### src/rtl/lieat_exu_alu_dpath_if.sv
// Request/response bundle between the ALU request front-end, the EXU ALU
// datapath and writeback. The master side issues requests and consumes
// results; the slave side is the ALU datapath itself.
interface lieat_exu_alu_dpath_if #(
  parameter int XLEN = 32,
  parameter int TAGW = 5
);
  logic            alu_req_valid;
  logic            alu_req_ready;
  logic [XLEN-1:0] alu_req_op1;
  logic [XLEN-1:0] alu_req_op2;
  logic            alu_req_add;
  logic            alu_req_sub;
  logic            alu_req_xor;
  logic            alu_req_sll;
  logic            alu_req_srl;
  logic            alu_req_sra;
  logic            alu_req_or;
  logic            alu_req_and;
  logic            alu_req_slt;
  logic            alu_req_sltu;
  logic            alu_req_lui;
  logic [TAGW-1:0] alu_req_tag;
  logic            alu_rsp_valid;
  logic            alu_rsp_ready;
  logic [XLEN-1:0] alu_rsp_data;
  logic [TAGW-1:0] alu_rsp_tag;
  logic            alu_rsp_err;

  modport master (
    output alu_req_valid, alu_req_op1, alu_req_op2,
           alu_req_add, alu_req_sub, alu_req_xor, alu_req_sll, alu_req_srl,
           alu_req_sra, alu_req_or, alu_req_and, alu_req_slt, alu_req_sltu,
           alu_req_lui, alu_req_tag, alu_rsp_ready,
    input  alu_req_ready, alu_rsp_valid, alu_rsp_data, alu_rsp_tag, alu_rsp_err
  );

  modport slave (
    input  alu_req_valid, alu_req_op1, alu_req_op2,
           alu_req_add, alu_req_sub, alu_req_xor, alu_req_sll, alu_req_srl,
           alu_req_sra, alu_req_or, alu_req_and, alu_req_slt, alu_req_sltu,
           alu_req_lui, alu_req_tag, alu_rsp_ready,
    output alu_req_ready, alu_rsp_valid, alu_rsp_data, alu_rsp_tag, alu_rsp_err
  );
endinterface

### src/rtl/lieat_exu_alu_dpath.sv
// EXU ALU datapath: single-cycle add/sub/logic/compare/lui, two-phase split
// shifter (fine shift by amt[2:0], then coarse shift by the byte-multiple
// part), registered result with valid/ready backpressure and flush support.
module lieat_exu_alu_dpath #(
  parameter int XLEN = 32,
  parameter int TAGW = 5
) (
  input  logic                 clock,
  input  logic                 reset,
  input  logic                 flush,
  lieat_exu_alu_dpath_if.slave alu
);
  localparam int SHW = $clog2(XLEN);

  typedef enum logic {
    IDLE  = 1'b0,
    SHIFT = 1'b1
  } state_t;

  typedef enum logic [1:0] {
    KIND_SLL = 2'd0,
    KIND_SRL = 2'd1,
    KIND_SRA = 2'd2
  } shift_kind_t;

  state_t          state;
  state_t          state_nxt;

  logic [10:0]     sel;
  logic            err_op;
  logic            shift_op;
  logic            accept;
  logic [SHW-1:0]  amt;
  logic [2:0]      amt_lo;
  logic [SHW-1:0]  amt_hi;
  logic [XLEN-1:0] fine_data;
  logic [XLEN-1:0] fast_data;
  logic [XLEN-1:0] coarse_data;

  logic [XLEN-1:0] sh_partial;
  logic [SHW-1:0]  sh_amt;
  shift_kind_t     sh_kind;
  logic [TAGW-1:0] sh_tag;

  logic            rsp_valid;
  logic [XLEN-1:0] rsp_data;
  logic [TAGW-1:0] rsp_tag;
  logic            rsp_err;

  assign sel = {alu.alu_req_lui, alu.alu_req_sltu, alu.alu_req_slt,
                alu.alu_req_and, alu.alu_req_or, alu.alu_req_sra,
                alu.alu_req_srl, alu.alu_req_sll, alu.alu_req_xor,
                alu.alu_req_sub, alu.alu_req_add};

  assign err_op   = ($countones(sel) != 1);
  assign shift_op = ~err_op & (alu.alu_req_sll | alu.alu_req_srl | alu.alu_req_sra);

  assign amt    = alu.alu_req_op2[SHW-1:0];
  assign amt_lo = amt[2:0];
  assign amt_hi = {amt[SHW-1:3], 3'b000};

  assign alu.alu_req_ready = (state == IDLE) & ~flush & (~rsp_valid | alu.alu_rsp_ready);
  assign accept            = alu.alu_req_valid & alu.alu_req_ready;

  assign alu.alu_rsp_valid = rsp_valid;
  assign alu.alu_rsp_data  = rsp_data;
  assign alu.alu_rsp_tag   = rsp_tag;
  assign alu.alu_rsp_err   = rsp_err;

  // Single-cycle result; malformed selects force zero data
  always_comb begin
    fast_data = '0;
    if (!err_op) begin
      if (alu.alu_req_add)  fast_data = alu.alu_req_op1 + alu.alu_req_op2;
      if (alu.alu_req_sub)  fast_data = alu.alu_req_op1 - alu.alu_req_op2;
      if (alu.alu_req_xor)  fast_data = alu.alu_req_op1 ^ alu.alu_req_op2;
      if (alu.alu_req_or)   fast_data = alu.alu_req_op1 | alu.alu_req_op2;
      if (alu.alu_req_and)  fast_data = alu.alu_req_op1 & alu.alu_req_op2;
      if (alu.alu_req_slt)  fast_data = {{(XLEN-1){1'b0}},
                                         ($signed(alu.alu_req_op1) < $signed(alu.alu_req_op2))};
      if (alu.alu_req_sltu) fast_data = {{(XLEN-1){1'b0}}, (alu.alu_req_op1 < alu.alu_req_op2)};
      if (alu.alu_req_lui)  fast_data = alu.alu_req_op2;
    end
  end

  // Phase 1: fine shift of op1 by the low three amount bits
  always_comb begin
    fine_data = alu.alu_req_op1 << amt_lo;
    if (alu.alu_req_srl) fine_data = alu.alu_req_op1 >> amt_lo;
    if (alu.alu_req_sra) fine_data = $signed(alu.alu_req_op1) >>> amt_lo;
  end

  // Phase 2: coarse shift of the latched partial; its MSB still carries op1's sign
  always_comb begin
    case (sh_kind)
      KIND_SRL: coarse_data = sh_partial >> sh_amt;
      KIND_SRA: coarse_data = $signed(sh_partial) >>> sh_amt;
      default:  coarse_data = sh_partial << sh_amt;
    endcase
  end

  // State register
  always_ff @(posedge clock or posedge reset) begin
    if (reset) state <= IDLE;
    else       state <= state_nxt;
  end

  // Next state: a shift takes exactly one extra cycle, flush always returns to idle
  always_comb begin
    state_nxt = state;
    if (flush) begin
      state_nxt = IDLE;
    end else begin
      case (state)
        IDLE:    if (accept && shift_op) state_nxt = SHIFT;
        SHIFT:   state_nxt = IDLE;
        default: state_nxt = IDLE;
      endcase
    end
  end

  // Latch the phase-1 partial, shift kind, coarse amount and tag on shift accept
  always_ff @(posedge clock or posedge reset) begin
    if (reset) begin
      sh_partial <= '0;
      sh_amt     <= '0;
      sh_kind    <= KIND_SLL;
      sh_tag     <= '0;
    end else if (accept && shift_op) begin
      sh_partial <= fine_data;
      sh_amt     <= amt_hi;
      sh_tag     <= alu.alu_req_tag;
      if (alu.alu_req_sra)      sh_kind <= KIND_SRA;
      else if (alu.alu_req_srl) sh_kind <= KIND_SRL;
      else                      sh_kind <= KIND_SLL;
    end
  end

  // Output holding register: flush drops, shift completion or single-cycle accept loads, drain clears
  always_ff @(posedge clock or posedge reset) begin
    if (reset) begin
      rsp_valid <= 1'b0;
      rsp_data  <= '0;
      rsp_tag   <= '0;
      rsp_err   <= 1'b0;
    end else if (flush) begin
      rsp_valid <= 1'b0;
    end else if (state == SHIFT) begin
      rsp_valid <= 1'b1;
      rsp_data  <= coarse_data;
      rsp_tag   <= sh_tag;
      rsp_err   <= 1'b0;
    end else if (accept && !shift_op) begin
      rsp_valid <= 1'b1;
      rsp_data  <= fast_data;
      rsp_tag   <= alu.alu_req_tag;
      rsp_err   <= err_op;
    end else if (alu.alu_rsp_ready) begin
      rsp_valid <= 1'b0;
    end
  end
endmodule

### src/flat_wrapper.sv
// flat-port wrapper written by rule: the top's interface ports become plain ports
module lieat_exu_alu_dpath_flat 
#(
  parameter int XLEN = 32,
  parameter int TAGW = 5
)
  (clock, reset, flush, alu_alu_req_valid, alu_alu_req_op1, alu_alu_req_op2, alu_alu_req_add, alu_alu_req_sub, alu_alu_req_xor, alu_alu_req_sll, alu_alu_req_srl, alu_alu_req_sra, alu_alu_req_or, alu_alu_req_and, alu_alu_req_slt, alu_alu_req_sltu, alu_alu_req_lui, alu_alu_req_tag, alu_alu_rsp_ready, alu_alu_req_ready, alu_alu_rsp_valid, alu_alu_rsp_data, alu_alu_rsp_tag, alu_alu_rsp_err);
  lieat_exu_alu_dpath_if #(.XLEN(XLEN), .TAGW(TAGW)) alu_i ();
  input  logic clock;
  input  logic reset;
  input  logic flush;
  input wire logic [$bits(alu_i.alu_req_valid)-1:0] alu_alu_req_valid;
  input wire logic [$bits(alu_i.alu_req_op1)-1:0] alu_alu_req_op1;
  input wire logic [$bits(alu_i.alu_req_op2)-1:0] alu_alu_req_op2;
  input wire logic [$bits(alu_i.alu_req_add)-1:0] alu_alu_req_add;
  input wire logic [$bits(alu_i.alu_req_sub)-1:0] alu_alu_req_sub;
  input wire logic [$bits(alu_i.alu_req_xor)-1:0] alu_alu_req_xor;
  input wire logic [$bits(alu_i.alu_req_sll)-1:0] alu_alu_req_sll;
  input wire logic [$bits(alu_i.alu_req_srl)-1:0] alu_alu_req_srl;
  input wire logic [$bits(alu_i.alu_req_sra)-1:0] alu_alu_req_sra;
  input wire logic [$bits(alu_i.alu_req_or)-1:0] alu_alu_req_or;
  input wire logic [$bits(alu_i.alu_req_and)-1:0] alu_alu_req_and;
  input wire logic [$bits(alu_i.alu_req_slt)-1:0] alu_alu_req_slt;
  input wire logic [$bits(alu_i.alu_req_sltu)-1:0] alu_alu_req_sltu;
  input wire logic [$bits(alu_i.alu_req_lui)-1:0] alu_alu_req_lui;
  input wire logic [$bits(alu_i.alu_req_tag)-1:0] alu_alu_req_tag;
  input wire logic [$bits(alu_i.alu_rsp_ready)-1:0] alu_alu_rsp_ready;
  output wire logic [$bits(alu_i.alu_req_ready)-1:0] alu_alu_req_ready;
  output wire logic [$bits(alu_i.alu_rsp_valid)-1:0] alu_alu_rsp_valid;
  output wire logic [$bits(alu_i.alu_rsp_data)-1:0] alu_alu_rsp_data;
  output wire logic [$bits(alu_i.alu_rsp_tag)-1:0] alu_alu_rsp_tag;
  output wire logic [$bits(alu_i.alu_rsp_err)-1:0] alu_alu_rsp_err;
  assign alu_i.alu_req_valid = alu_alu_req_valid;
  assign alu_i.alu_req_op1 = alu_alu_req_op1;
  assign alu_i.alu_req_op2 = alu_alu_req_op2;
  assign alu_i.alu_req_add = alu_alu_req_add;
  assign alu_i.alu_req_sub = alu_alu_req_sub;
  assign alu_i.alu_req_xor = alu_alu_req_xor;
  assign alu_i.alu_req_sll = alu_alu_req_sll;
  assign alu_i.alu_req_srl = alu_alu_req_srl;
  assign alu_i.alu_req_sra = alu_alu_req_sra;
  assign alu_i.alu_req_or = alu_alu_req_or;
  assign alu_i.alu_req_and = alu_alu_req_and;
  assign alu_i.alu_req_slt = alu_alu_req_slt;
  assign alu_i.alu_req_sltu = alu_alu_req_sltu;
  assign alu_i.alu_req_lui = alu_alu_req_lui;
  assign alu_i.alu_req_tag = alu_alu_req_tag;
  assign alu_i.alu_rsp_ready = alu_alu_rsp_ready;
  assign alu_alu_req_ready = alu_i.alu_req_ready;
  assign alu_alu_rsp_valid = alu_i.alu_rsp_valid;
  assign alu_alu_rsp_data = alu_i.alu_rsp_data;
  assign alu_alu_rsp_tag = alu_i.alu_rsp_tag;
  assign alu_alu_rsp_err = alu_i.alu_rsp_err;
  lieat_exu_alu_dpath #(.XLEN(XLEN), .TAGW(TAGW)) u_core (.clock(clock), .reset(reset), .flush(flush), .alu(alu_i));
endmodule
### config.mk
export PLATFORM = sky130hd
export DESIGN_NAME = lieat_exu_alu_dpath_flat
export DESIGN_NICKNAME = d
export VERILOG_FILES = /design/src/rtl/lieat_exu_alu_dpath_if.sv /design/src/rtl/lieat_exu_alu_dpath.sv /design/src/flat_wrapper.sv
export SDC_FILE = /design/constraint.sdc
export NUM_CORES = 1
export LEC_CHECK = 0
export ABC_AREA = 1
export CAP_MARGIN = 20
export CORE_ASPECT_RATIO = 1.75
export CORE_MARGIN = 3
export CORE_UTILIZATION = 30
export DETAILED_ROUTE_END_ITERATION = 16
export PLACE_DENSITY = 0.52
export SKIP_CTS_REPAIR_TIMING = 1
export SLEW_MARGIN = 20
export SYNTH_ARGS = -nofsm -noshare
export SYNTH_HDL_FRONTEND = slang
export SYNTH_SLANG_ARGS = --single-unit
### constraint.sdc
create_clock -name clock -period 2.9 [get_ports clock]
set_clock_uncertainty 0.1 [all_clocks]
set_input_delay 0.87 -clock clock [delete_from_list [all_inputs] [get_ports clock]]
set_output_delay 0.87 -clock clock [all_outputs]
set_load 0.01 [all_outputs]
==> results.py <==
metrics = {
    "timing": {
        "layout_setup_ws_ps": -1841,
        "clock.fmax_mhz": 210.9,
        "fin_crit_sh_pct": 163.5,
        "setup_viol": 81,
        "max_slew_margin_pct": 52.41,
        "hold_viol": 0,
        "slew_violations": 0,
        "period_minus_slack_ps": 4741,
        "rsz0062_at_grt": "true",
        "tightest_slew_ps": 713.9,
        "whs_ps": 379.5,
    },
    "logic_synthesis": {
        "seq_area_frac_synth_pct": 14.30,
        "async_flop_share_pct": 100.0,
        "synth_edf_count": 0,
        "synth-simple-area-share_pct": 36.93,
        "synth_area_leader_cell": "nand2_1",
        "synthTopCellsByArea": "nand2_1 20%, dfrtp_1 14%, ha_1 9.6%",
        "synth_adder_area_share_pct": 10.75,
        "ys_types": 53,
        "synthFlopType": "dfrtp_1",
        "synthXorXnorAreaFrac_pct": 0.3089,
        "synth_mux_area_share_pct": 0.07060,
        "synth_seq_cells": 81,
        "syn_nets": 2768,
        "ys_top_cells_by_count": "749 x nand2_1, 357 x inv_1, 282 x nor2_1",
        "synth.cell_area_sq_um": 14180,
        "synth_top_family_by_area": "simple AND/OR/NAND/NOR gates",
        "syn_area_per_cell_sq_um": 5.526,
        "yosysTopAreaCellShare_pct": 19.83,
        "syn_inst": 2566,
        "ys_warn_count": 0,
        "synth_compound_area_share_pct": 22.64,
        "yosysMostFrequentCell": "nand2_1",
    },
    "detailed_routing": {
        "wirelength_mm": 74.27,
        "via_per_inst": 5.159,
        "ant_nets": 0,
        "drtIter0Drc": 1272,
        "vias": 18480,
        "routedWlPerCell_um": 20.73,
        "firstDrtPassIters": 6,
        "drc": 0,
    },
    "clock_network": {
        "cts_buffers": 9,
        "cts.htree.levels": 3,
        "worst_skew_pair.late_latency_ps": 370,
        "cts.sinks": 81,
        "root_buffer": "clkbuf_16",
        "cts_tree": "done",
        "clkTransAtPathRegs_ps": 80,
        "ctsLongestPathBuffers": 2,
    },
    "status": {
        "outcome": "finished with violations",
        "violations": "negative setup slack",
    },
    "min_path": {
        "min_to": "u_core.sh_tag[1]",
        "whs_path_depth": 2,
        "min_from": "u_core.sh_tag[1]",
        "min_path_type": "flop to flop",
    },
    "critical_path": {
        "crit_chain": "buf_4 > ha_4 > fa_1 > fa_1 > fa_1 > ha_2 > fa_1 > a2111oi_2 > nand2_1 > buf_6 > inv_4 > o21ai_4 > nor2_4 > buf_6 > buf_12 > buf_8 > o21ai_0",
        "worstPathRequired_ps": 3040,
        "critPathSlowestCell": "fa_1",
        "crit_top_cell": "fa_1",
        "path_buf_inv": 6,
        "path_max_fanout": 15,
        "r2r_cells": 9,
        "path_delay_family": "adder cells",
        "r2r-start": "u_core.sh_kind[0]",
        "worstSetupPathType": "input port to flop",
        "arrival_ps": 4880,
        "regToRegSetupSlack_ps": 540,
        "cp-start-kind": "input port",
        "end_kind": "flop",
        "r2r_end": "u_core.alu.alu_rsp_data[27]",
        "max_stage_delay_ps": 580,
    },
    "power_and_ir_drop": {
        "power.static_leakage_uw": 0.01019,
        "peakVddDrop_mv": 0.3543,
        "p_per_area_nw_per_um2": 568.6,
    },
    "grt": {
        "grt_pass1_vias": 17870,
        "antenna_found_initial": 2,
        "grt_pass1_wl_mm": 106.7,
        "grt_max_degree": 86,
        "grt_usage_pct": 28.21,
        "grt-ovfl-total": 0,
    },
    "placement": {
        "dpl_worst_slack_ps": -2482,
        "dpl.hpwl_mm": 61.56,
        "port_buffers": 124,
        "gp_congestion": 0.9822,
    },
    "floorplan": {
        "io_pins": 125,
        "dieArea_sq_um": 50010,
        "fp.dieH_um": 293.6,
        "num_rows": 104,
        "die-width_um": 170.3,
        "coreArea_sq_um": 46320,
        "start_util_pct": 30.61,
    },
    "final_layout": {
        "fin_nets": 3196,
        "fill_cells": 5179,
        "drive_above_1_share_pct": 20.14,
        "syn2layout_area_growth_pct": 38.20,
    },
    "job": {
        "drv_cap": 0,
    },
}
==> worst reg2reg max path, cell delays in order, from the launching register on <==
cell	delay, ps
dfrtp_1	350
inv_1	60
ha_1	200
inv_1	100
nor3_1	50
inv_1	450
o21ai_0	190
a221o_1	470
a21oi_1	200
a21oi_1	80
==> cell type report <==
type,instances,area (sq um),share of cell area (%)
antenna,1,2.502,0.01277
clock buffer,9,225.2,1.149
clock inverter,7,78.83,0.4023
inverter,376,1428,7.286
multi-input combinational,1969,10300,52.56
sequential,81,2028,10.35
tap,583,729.5,3.723
timing repair buffer,557,4803,24.51
==> cells by family after synthesis <==
kind of cell               count (synthesis)
adders and majority gates                117
xor gates and xnor gates                   5
DFF                                       81
and+or+nand+nor                         1265
muxes                                      1
buffers and inverters                    516
AOI/OAI and AO/OA                        581
==> stage by stage <==
step / util, % / cells / instance area, sq um / setup TNS [ps] / total power, uW
after floorplan: - / 2566 / 14290 / -115220 / 5750
after global placement: 40.43 / 3547 / 18730 / -184690 / 9453
after detailed placement: 40.43 / 3547 / 18730 / -192060 / 9465
after CTS: 41.08 / 3563 / 19030 / -161130 / 10710
after global routing: 42.29 / 3582 / 19590 / -153220 / 11820
final: 42.30 / 3583 / 19600 / -142170 / 11140
==> power by group <==
group | leakage (uW) | internal, uW | switching [uW]
sequential | 0.000964 | 1680 | 504
combinational | 0.00907 | 3080 | 4670
clock | 0.000151 | 618 | 582
==> flip-flops by register name (all words and copies together), names as in the netlist <==
name and flops:
u_core.sh_tag 5, u_core.alu.alu_rsp_valid 1, u_core.state 1, u_core.sh_amt 2
u_core.alu.alu_rsp_err 1, u_core.alu.alu_rsp_data 32, u_core.sh_partial 32, u_core.sh_kind 2
u_core.alu.alu_rsp_tag 5
==> cells in the final DEF, fill, tap and decap left out, types with 7 or more instances in the layout <==
cell,instances
clkbuf_16,15
nor3_1,12
o22ai_1,21
nor2_4,12
nand3_1,138
nand3_2,7
nor2_2,37
buf_12,15
a221oi_1,8
inv_1,350
a21oi_2,10
buf_6,11
ha_1,104
o211ai_1,29
a31oi_1,10
nor2_1,255
clkdlybuf4s50_1,113
o21bai_1,9
a21oi_1,225
or2_2,8
nand4_1,16
nand2_1,744
buf_4,403
o21ai_0,211
inv_2,19
nand2_2,15
o21ai_1,23
dfrtp_1,80
==> per-layer routing <==
| layer | global-route usage [%] | wire (um) | up-vias |
|---|---|---|---|
| li1 | - | - | 9041 |
| met1 | 27.95 | 25170 | 8644 |
| met2 | 54.22 | 39600 | 571 |
| met3 | 1.935 | 2627 | 223 |
| met4 | 20.26 | 6850 | 4 |
| met5 | 0 | 22 | - |
==> how the worst max path moves through the flow <==
stage | from | to | slack (ps) | cells past startpoint
6_report | alu_alu_req_slt | u_core.sh_partial[23] | -1840 | 17
5_1_grt | alu_alu_req_srl | u_core.sh_partial[6] | -1990 | 17
4_1_cts | alu_alu_req_xor | u_core.alu.alu_rsp_data[3] | -2100 | 20
3_5_place_dp | alu_alu_req_xor | u_core.alu.alu_rsp_data[3] | -2480 | 20
3_3_place_gp | alu_alu_req_xor | u_core.alu.alu_rsp_data[2] | -2370 | 21
2_1_floorplan | alu_alu_req_sra | u_core.alu.alu_rsp_data[2] | -1530 | 18
Power figures use the tool's default switching activity.
==> edit (config.mk and constraints unchanged) <==
Encoding of `shift_kind_t`: now one-hot (3 bits for 3 values).
--- a/src/rtl/lieat_exu_alu_dpath.sv
+++ b/src/rtl/lieat_exu_alu_dpath.sv
@@ -17,10 +17,10 @@
     SHIFT = 1'b1
   } state_t;
 
-  typedef enum logic [1:0] {
-    KIND_SLL = 2'd0,
-    KIND_SRL = 2'd1,
-    KIND_SRA = 2'd2
+  typedef enum logic [2:0] {
+    KIND_SLL = 3'b001,
+    KIND_SRL = 3'b010,
+    KIND_SRA = 3'b100
   } shift_kind_t;
 
   state_t          state;
Function: no difference found for any inputs over 4 cycles, from zero or initial values and one cycle with reset high; so few cycles prove little.
==> edit against the unedited design <==
  * The flow still finishes with violations (negative setup slack)
  * Power down 1.5%
  * Sequential cell count increased by 1
  * Setup slack improved by 0.21 ns
  * Sequential share of layout area about the same
  * Design area is 1.4% higher
  * Synthesized area shrank 2.7%
  * Die area down 2.7%
  * Register-to-register slack worse by 0.16 ns
  * Routed wire length down 1.8%
==> edit: results (changes against the unedited design) <==
\begin{tabular}{lr}
\hline
Metric & Value \\
\hline
\multicolumn{2}{l}{\textbf{Setup path}} \\
Arrival time at the worst endpoint & 4.68 ns (-0.20 ns) \\
Worst reg-to-reg setup slack & 0.38 ns (-0.16 ns) \\
\multicolumn{2}{l}{\textbf{Yosys}} \\
Synth cell count leaders & sky130\_fd\_sc\_hd\_\_nand2\_1, sky130\_fd\_sc\_hd\_\_inv\_1, sky130\_fd\_sc\_hd\_\_nor2\_1 \\
XOR/XNOR Fraction of Synth Area & 0.00191 (-0.00118) \\
Most area-consuming cells after synthesis & sky130\_fd\_sc\_hd\_\_nand2\_1, sky130\_fd\_sc\_hd\_\_dfrtp\_1, sky130\_fd\_sc\_hd\_\_ha\_1 \\
Avg Synthesized Cell Area & 5.60 um\^{}2 (+1.3\%) \\
Share of the synthesized area in compound gates (AO/OA/AOI/OAI) & 0.250 (+0.0231) \\
Unique masters post-synth & 56 (+5.7\%) \\
\multicolumn{2}{l}{\textbf{Placement}} \\
Placer congestion estimate & 0.979 (-0.32\%) \\
Final HPWL from detailed placement & 60,300 um (-2.1\%) \\
Worst setup slack after placement & -2.35 ns (+0.128 ns) \\
Post-detailed-placement cell area & 18,800 um\^{}2 (+0.47\%) \\
\multicolumn{2}{l}{\textbf{GRT}} \\
Number of antenna violations at the first check in global routing & 1 (-1) \\
Number of global-route vias before repair & 17,800 (-0.61\%) \\
\multicolumn{2}{l}{\textbf{Detailed routing}} \\
Routed wire length per instance & 20.7 um (about the same) \\
Detail-routed via count per cell & 5.13 (-0.56\%) \\
Number of DRC markers after the initial detailed-route iteration & 1,163 (-8.6\%) \\
\multicolumn{2}{l}{\textbf{Status}} \\
Failing checks & negative setup slack \\
Status & finished, violations left \\
\multicolumn{2}{l}{\textbf{Clock tree}} \\
Clock transition at path regs & 0.06 ns (-0.02 ns) \\
\multicolumn{2}{l}{\textbf{Final layout}} \\
Final standard cell area without fillers & 19,900 um\^{}2 (+1.4\%) \\
Share of post-route cells with drive strength above 1 & 0.229 (+0.0277) \\
\multicolumn{2}{l}{\textbf{Power and ir drop}} \\
IR drop worst, VDD & 0.000594 V (+68\%) \\
\multicolumn{2}{l}{\textbf{Timing}} \\
Final setup fails & 82 (+1.2\%) \\
Setup WS post-layout & -1.63 ns (+0.211 ns) \\
\multicolumn{2}{l}{\textbf{Min path}} \\
Worst Min Path Start & u\_core.sh\_kind[0] \\
\hline
\end{tabular}
edit: cell types whose count changed after synthesis, moves of 7 or more:
cell,change
sky130_fd_sc_hd__nand2_1,-35
sky130_fd_sc_hd__o21bai_1,+11
sky130_fd_sc_hd__o21ai_0,-51
sky130_fd_sc_hd__buf_6,-9
sky130_fd_sc_hd__a21oi_2,+16
sky130_fd_sc_hd__o211ai_1,+11
sky130_fd_sc_hd__a211oi_1,+11
sky130_fd_sc_hd__a221oi_1,-7
sky130_fd_sc_hd__o22ai_1,-11
sky130_fd_sc_hd__buf_1,+8
sky130_fd_sc_hd__inv_1,-59
sky130_fd_sc_hd__nor2_2,-13
sky130_fd_sc_hd__a31oi_1,+16
sky130_fd_sc_hd__a21oi_1,+16
edit: layer usage:
layer | up-vias | global-route usage | part of all wire
met5 | - | 0 | 0
met4 | 0 | 0.194 | 0.089
met3 | 200 | 0.0230 | 0.032
met2 | 515 | 0.548 | 0.53
met1 | 8400 | 0.285 | 0.35
li1 | 8921 | - | -
edit: worst max-delay path by stage:
stage	from	endpoint	cells past startpoint	slack (ns)
6_report	alu_alu_req_slt	u_core.alu.alu_rsp_data[12]	18	-1.63
5_1_grt	alu_alu_req_sll	u_core.alu.alu_rsp_data[12]	20	-1.81
4_1_cts	alu_alu_req_srl	u_core.sh_partial[27]	15	-1.94
3_5_place_dp	alu_alu_req_sra	u_core.alu.alu_rsp_data[22]	18	-2.35
3_3_place_gp	alu_alu_req_sra	u_core.alu.alu_rsp_data[16]	18	-2.21
2_1_floorplan	alu_alu_req_sra	u_core.alu.alu_rsp_data[3]	17	-1.46
edit: cell families (layout without fill, tap and decap cells):
logic type               Yosys count  in the layout
AND/OR/NAND/NOR                 1210           1210
AO/OA/AOI/OAI                    600            600
buffers and inverters            449            922
adder cells (fa/ha/maj)          116            116
flip-flops                        82             82
multiplexers                       5              5
XOR/XNOR                           3              3
other                              0              1
edit: cell type report:
| class | instances | area share |
|---|---|---|
| sequential | 82 | 0.103 |
| timing repair buffer | 585 | 0.256 |
| tap | 577 | 0.0363 |
| inverter | 319 | 0.0615 |
| clock inverter | 7 | 0.00327 |
| clock buffer | 9 | 0.0113 |
| multi-input combinational | 1934 | 0.527 |
| antenna | 1 | 0.000126 |
| timing repair inverter | 2 | 0.00101 |
edit: worst max-delay path, delay by kind of cell:
family	cells	cell delay, ns
fa+ha+maj	6	2.31
simple gates	5	0.59
buf+inv	4	0.52
compound gates	3	0.38
edit: where the power goes:
group	internal (W)	total, W	switching (W)
clock network	0.000593	0.00113	0.000534
registers	0.00171	0.00232	0.000610
logic	0.00310	0.00753	0.00443
total	0.00540	0.0110	0.00558
